## src/rtl/dbus_arbiter.sv

```systemverilog
// dbus_arbiter: two-master arbiter/sequencer for the shared data-memory port
module dbus_arbiter #(
  parameter bit FIXED_PRIO = 1'b0,
  parameter int WR_TIMEOUT = 16,
  parameter int TO_W       = 5
) (
  input  logic        clk_i,
  input  logic        rstn_i,
  input  logic        m0_req_i,
  input  logic        m0_we_i,
  input  logic [1:0]  m0_acc_i,
  input  logic        m0_sext_i,
  input  logic [31:0] m0_addr_i,
  input  logic [31:0] m0_wdata_i,
  output logic        m0_gnt_o,
  output logic        m0_rvalid_o,
  output logic [31:0] m0_rdata_o,
  output logic        m0_wdone_o,
  output logic        m0_err_o,
  input  logic        m1_req_i,
  input  logic        m1_we_i,
  input  logic [1:0]  m1_acc_i,
  input  logic        m1_sext_i,
  input  logic [31:0] m1_addr_i,
  input  logic [31:0] m1_wdata_i,
  output logic        m1_gnt_o,
  output logic        m1_rvalid_o,
  output logic [31:0] m1_rdata_o,
  output logic        m1_wdone_o,
  output logic        m1_err_o,
  output logic        s_r_en_o,
  output logic        s_wr_en_o,
  output logic [1:0]  s_acc_o,
  output logic        s_sext_o,
  output logic [31:0] s_addr_o,
  output logic [31:0] s_wdata_o,
  input  logic [31:0] s_rdata_i,
  input  logic        s_wr_ready_i
);
  typedef enum logic [1:0] {IDLE, RD, RSP, WR} state_t;
  state_t            state;
  logic              owner;
  logic              last_grant;
  logic [1:0]        acc_q;
  logic              sext_q;
  logic [31:0]       addr_q;
  logic [31:0]       wdata_q;
  logic [TO_W-1:0]   cnt;
  logic              any_req;
  logic              win;
  logic              busy;
  logic              to_hit;
  assign any_req  = m0_req_i | m1_req_i;
  assign win      = (m0_req_i & m1_req_i) ? (FIXED_PRIO ? 1'b0 : ~last_grant) : m1_req_i;
  assign m0_gnt_o = rstn_i & (state == IDLE) & any_req & ~win;
  assign m1_gnt_o = rstn_i & (state == IDLE) & any_req & win;
  assign s_r_en_o  = state == RD;
  assign s_wr_en_o = state == WR;
  assign busy      = s_r_en_o | s_wr_en_o;
  assign s_acc_o   = busy ? acc_q : 2'b0;
  assign s_sext_o  = busy & sext_q;
  assign s_addr_o  = busy ? addr_q : 32'b0;
  assign s_wdata_o = s_wr_en_o ? wdata_q : 32'b0;
  assign to_hit    = cnt == TO_W'(WR_TIMEOUT - 1);
  // Sequencer: latch the winner's command, run the slave access, pulse completion to the owner
  always_ff @(posedge clk_i or negedge rstn_i) begin
    if (!rstn_i) begin
      state       <= IDLE;
      owner       <= 1'b0;
      last_grant  <= 1'b1;
      acc_q       <= '0;
      sext_q      <= 1'b0;
      addr_q      <= '0;
      wdata_q     <= '0;
      cnt         <= '0;
      m0_rvalid_o <= 1'b0;
      m1_rvalid_o <= 1'b0;
      m0_rdata_o  <= '0;
      m1_rdata_o  <= '0;
      m0_wdone_o  <= 1'b0;
      m1_wdone_o  <= 1'b0;
      m0_err_o    <= 1'b0;
      m1_err_o    <= 1'b0;
    end else begin
      m0_rvalid_o <= 1'b0;
      m1_rvalid_o <= 1'b0;
      m0_wdone_o  <= 1'b0;
      m1_wdone_o  <= 1'b0;
      m0_err_o    <= 1'b0;
      m1_err_o    <= 1'b0;
      case (state)
        IDLE: if (any_req) begin
          owner      <= win;
          last_grant <= win;
          acc_q      <= win ? m1_acc_i : m0_acc_i;
          sext_q     <= win ? m1_sext_i : m0_sext_i;
          addr_q     <= win ? m1_addr_i : m0_addr_i;
          wdata_q    <= win ? m1_wdata_i : m0_wdata_i;
          state      <= (win ? m1_we_i : m0_we_i) ? WR : RD;
        end
        RD: state <= RSP;
        RSP: begin
          if (owner) begin
            m1_rdata_o  <= s_rdata_i;
            m1_rvalid_o <= 1'b1;
          end else begin
            m0_rdata_o  <= s_rdata_i;
            m0_rvalid_o <= 1'b1;
          end
          state <= IDLE;
        end
        WR: if (s_wr_ready_i || to_hit) begin
          m0_wdone_o <= ~owner;
          m1_wdone_o <= owner;
          m0_err_o   <= ~owner & ~s_wr_ready_i;
          m1_err_o   <= owner & ~s_wr_ready_i;
          cnt        <= '0;
          state      <= IDLE;
        end else begin
          cnt <= cnt + 1'b1;
        end
      endcase
    end
  end
endmodule

```

## config.mk

```make
export PLATFORM = sky130hd
export DESIGN_NAME = dbus_arbiter
export DESIGN_NICKNAME = d
export VERILOG_FILES = /design/src/rtl/dbus_arbiter.sv
export SDC_FILE = /design/constraint.sdc
export NUM_CORES = 1
export LEC_CHECK = 0
export CAP_MARGIN = 30
export CORE_ASPECT_RATIO = 0.9
export CORE_UTILIZATION = 40
export DETAILED_ROUTE_END_ITERATION = 8
export DONT_BUFFER_PORTS = 1
export PLACE_DENSITY = 0.63
export SLEW_MARGIN = 40
export SYNTH_ARGS = -nofsm -noshare
export SYNTH_HDL_FRONTEND = slang
export SYNTH_SLANG_ARGS = --single-unit
```

## constraint.sdc

```tcl
create_clock -name clk_i -period 2.4 [get_ports clk_i]
set_input_delay 0.36 -clock clk_i [delete_from_list [all_inputs] [get_ports clk_i]]
set_output_delay 0.36 -clock clk_i [all_outputs]
set_load 0.005 [all_outputs]
```

# Word level (Yosys, flattened, before mapping)
# Cells that the tools add are included.
# classes
addsub	1
eq_ne	6
mux	26
n_bitwise	14
reduce_logical	6
# ops
operator	n
32-bit 2-to-1 mux	4
1-bit 2-to-1 mux	15
2-bit 2-to-1 mux	5
1-bit bitwise AND	8
2-bit case mux with 4 select lines	1
2-bit AND reduction	4
5-bit by 1-bit adder with 5-bit output (second input constant)	1
5-bit by 4-bit == test with 1-bit output (second input constant)	1
5-bit 2-to-1 mux	1
2-bit == test (second input constant)	2
1-bit inverter	4
2-bit by 1-bit == test with 1-bit output (second input constant)	1
2-bit logical NOT	1
2-bit by 1-bit inequality test with 1-bit output (second input constant)	1
2-bit inequality test (second input constant)	1
1-bit bitwise OR	2
1-bit logical OR	1
# word_totals
reg_bits	146
in_bits	173
out_inout_bits	141
elab_cells	69

# Depth between registers and ports, before layout
# depth
word_depth	6
ltp_mapped	6
depth_no_buf	6

# Least setup slack after synthesis
# No wires, ideal clock.
# synth_path
path_kind	register -> register
start	register cnt[0]
end	register cnt[3]
setup_ps	95
t_arrival_ps	1566
required_ps	2305
path_slack_ps	738
stages_incl_launch_ff	7
n_path_buf	0
synth_period_minus_slack_ps	1662
path_cell_list	dfrtp_1 > ha_1 > and3_1 > ha_1 > nor2_1 > nand2_1 > o31ai_1
# synth_between
elab_chain_len	3
elab_cells_between_ends	4
classes_between	add/sub: 1; eq/ne: 1; mux: 1; reduce/logical: 1
# synth_lines
item	line	rtl
start: declaration	48	logic [TO_W-1:0] cnt;
start signal: assignment	120	cnt <= cnt + 1'b1;
parallel branches: the longest is 2 deep, another holds 5-bit by 1-bit adder with 5-bit output	n/a	
5-bit 2-to-1 mux *	112	WR: if (s_wr_ready_i || to_hit) begin
# Mark *: on every way between the ends.
# A chain may end at the register's enable or synchronous reset.

# Worst setup path in the final report
# layout_path
start	register last_grant
end	output m0_gnt_o
# layout_between
elab_chain_len	4
# layout_lines
item	line	rtl
start: declaration	43	logic last_grant;
start signal: assignment	94	last_grant <= win;
1-bit inverter	54	assign win = (m0_req_i & m1_req_i) ? (FIXED_PRIO ? 1'b0 : ~last_grant) : m1_req_i;
1-bit 2-to-1 mux	54	
1-bit inverter	55	assign m0_gnt_o = rstn_i & (state == IDLE) & any_req & ~win;
1-bit bitwise AND	55	
end: declaration	15	output logic m0_gnt_o,
# No other way between the ends.

==> results_dict.tcl <==
set metrics [dict create \
    netlist_instances 581 \
    yosys.area.top_type "dfrtp_1" \
    seq_area_um2 3660 \
    gp_congestion 0.825 \
    num_vias 4641 \
    p_leak_nw 3.17 \
    antenna_found_initial 0 \
    synth_nets 756 \
    drt_wl_total_um 17200 \
    multi_input_area_um2 2790 \
    peakVddDrop_mv 0.651 \
    clock_latency_ps 410 \
    grt-ovfl-total 0 \
    grt_max_degree 149 \
    clock_skew_ps 5.76 \
    routedWlPerCell_um 22.1 \
    clock_path_buffers 2 \
    critPathCaptureType "output pin" \
    critPathArrivalTime_ps 1770 \
    synth-edff-count 0 \
    synth_area_per_cell_um2 11.6 \
    drtIter0Drc 211 \
    drv_cap 0 \
    setup_viol 0 \
    worstMarginPinSlew_ps 623 \
    syn_area_um2 6710 \
    die_y_um 125 \
    hold_viol_final 146 \
    post_cts_buffers 0 \
    place_area_um2 6830 \
    avgViaCountPerCell 5.99 \
    drive_gt1_share_pct 18.8 \
    maxSlewViolCount 0 \
    fin_cells 775 \
    place_ws_ps 504 \
    clock-sinks 146 \
    clk_pin_slew_worst_paths_ps 60 \
    violations "design-rule violations, negative hold slack" \
    cp-start-kind "flip-flop" \
    crit_type "flip-flop to output pin" \
    crit_fanout 21 \
    hold_class "input pin to async pin" \
    cts_tree "built" \
    setup_slack_ps 272 \
    pin_count 314 \
    rows 44 \
    synth-async-reset-ratio_pct 100 \
    start_util_pct 41.2 \
    dr.pass1.iters 7 \
    period_minus_slack_ps 2130 \
    gr-usage-all-layers_pct 20.2 \
    status "finished, violations left" \
    dieWidth_um 139 \
    ys_types 35 \
    synth_area_leaders "dfrtp_1 (54%), mux2_2 (9.6%), a2bb2oi_1 (8.7%), a211oi_1 (7.5%), nand2_1 (4.1%)" \
    cts_buffers 17 \
    cts_htree_levels 4 \
    netlist_top_cells_count "dfrtp_1 (145), nand2_1 (74), a211oi_1 (67), a2bb2oi_1 (67), mux2_2 (57)" \
    fillers 1489 \
    hold_buffers 1 \
    powerDensity_nw_per_um2 1450 \
    drc 32 \
    fin_util_pct 45.4 \
    syn_to_final_growth_pct 10.3 \
    cts-resized-gates 0 \
    seq_area_frac_synth_pct 54.5 \
    grt_pass1_vias 4765 \
    dp_hpwl_um 11700 \
    tns_ps 0 \
    final_area_um2 7400 \
    cp.required_ps 2040 \
    clockRootBuffer "clkbuf_16" \
    synthFlopType "dfrtp_1" \
    dp.cells 743 \
    synth_warnings 0 \
    nets 731 \
    holdWs_ps -356 \
    synth-seq-cells 146 \
    fmax_ghz 0.470 \
    p_total_mw 10.8 \
    diodes 0 \
    grt_pass1_wl_um 27100 \
    post-route-period-util_pct 88.7 \
    rsz0062_at_grt "false" \
    relSlewSlack_pct 58.4 \
    core-area_um2 16300 \
    fp.dieArea_um2 17300 \
    ant_nets 0 \
    synth_most_common_cell "dfrtp_1" \
    synth_top_area_share_pct 54.1 \
    port_buffers 0 \
]
## path summary, 6_finish.rpt
check	startpoint	to	slack, ps	cells after the start
worst max-delay path	last_grant	m0_gnt_o	270	2
worst min-delay path	rstn_i	wdata_q[18]	-360	0
worst max register to register	cnt[0]	cnt[3]	470	6
worst min register to register	cnt[3]	cnt[3]	500	1
max in group asynchronous	rstn_i	last_grant	2530	0
min in group clk_i	s_wr_ready_i	m0_err_o	30	1
## per-layer routing
layer  vias to the layer above  wire length [µm]  GRT usage, %  part of all wire (%)
met5                         -                 0             0                     0
met4                         0               478          8.79                   2.8
met3                        31              1060          4.88                   6.2
met2                       211              8670          33.4                    51
met1                      2328              6940          25.2                    40
li1                       2071                 -             -                     -
## power breakdown
group	internal, mW	total, mW	switching, mW
sequential	3.71	4.57	0.864
combinational	1.86	3.70	1.84
clock	1.48	2.49	1.01
total	7.05	10.8	3.72
## cell families after synthesis
family / synth area share (%)
flops: 54.5
fa+ha+maj: 0.373
simple gates: 12.2
compound gates: 17.9
mux: 10.7
buf+inv: 4.25
## final cells by class
cell class / count / area share [%]
multi-input combinational: 375 / 37.7
sequential: 146 / 49.4
clock buffer: 20 / 6.17
timing repair buffer: 12 / 1.59
clock inverter: 11 / 1.40
inverter: 4 / 0.203
tap: 207 / 3.50
## worst max-delay path, stage by stage, from the launching register on
cell,delay (ps)
dfstp_2,590
a21bo_2,460
and3_1,300
## cells in the final DEF, fill, tap and decap left out, types with 3 or more instances in the layout
cell type  synthesis  routed
mux2_2            57      57
a211oi_1          67      67
nand2_1           74      74
inv_6              0       3
o21ai_0           10      10
a2bb2oi_1         67      67
buf_4              6       9
clkinv_2           0       3
clkbuf_16          0      17
and2_1            35      35
inv_1              4       4
and3_1            35      35
mux2_1             7       7
dfrtp_1          145     144
## state kept, by name (all words and copies together) (netlist names)
signal       flops
addr_q          32
m0_rdata_o      32
m1_rdata_o      32
wdata_q         32
cnt              5
acc_q            2
state            2
last_grant       1
m0_err_o         1
m0_rvalid_o      1
m0_wdone_o       1
m1_err_o         1
m1_rvalid_o      1
m1_wdone_o       1
owner            1
sext_q           1
(Power assumes the default switching activity.)
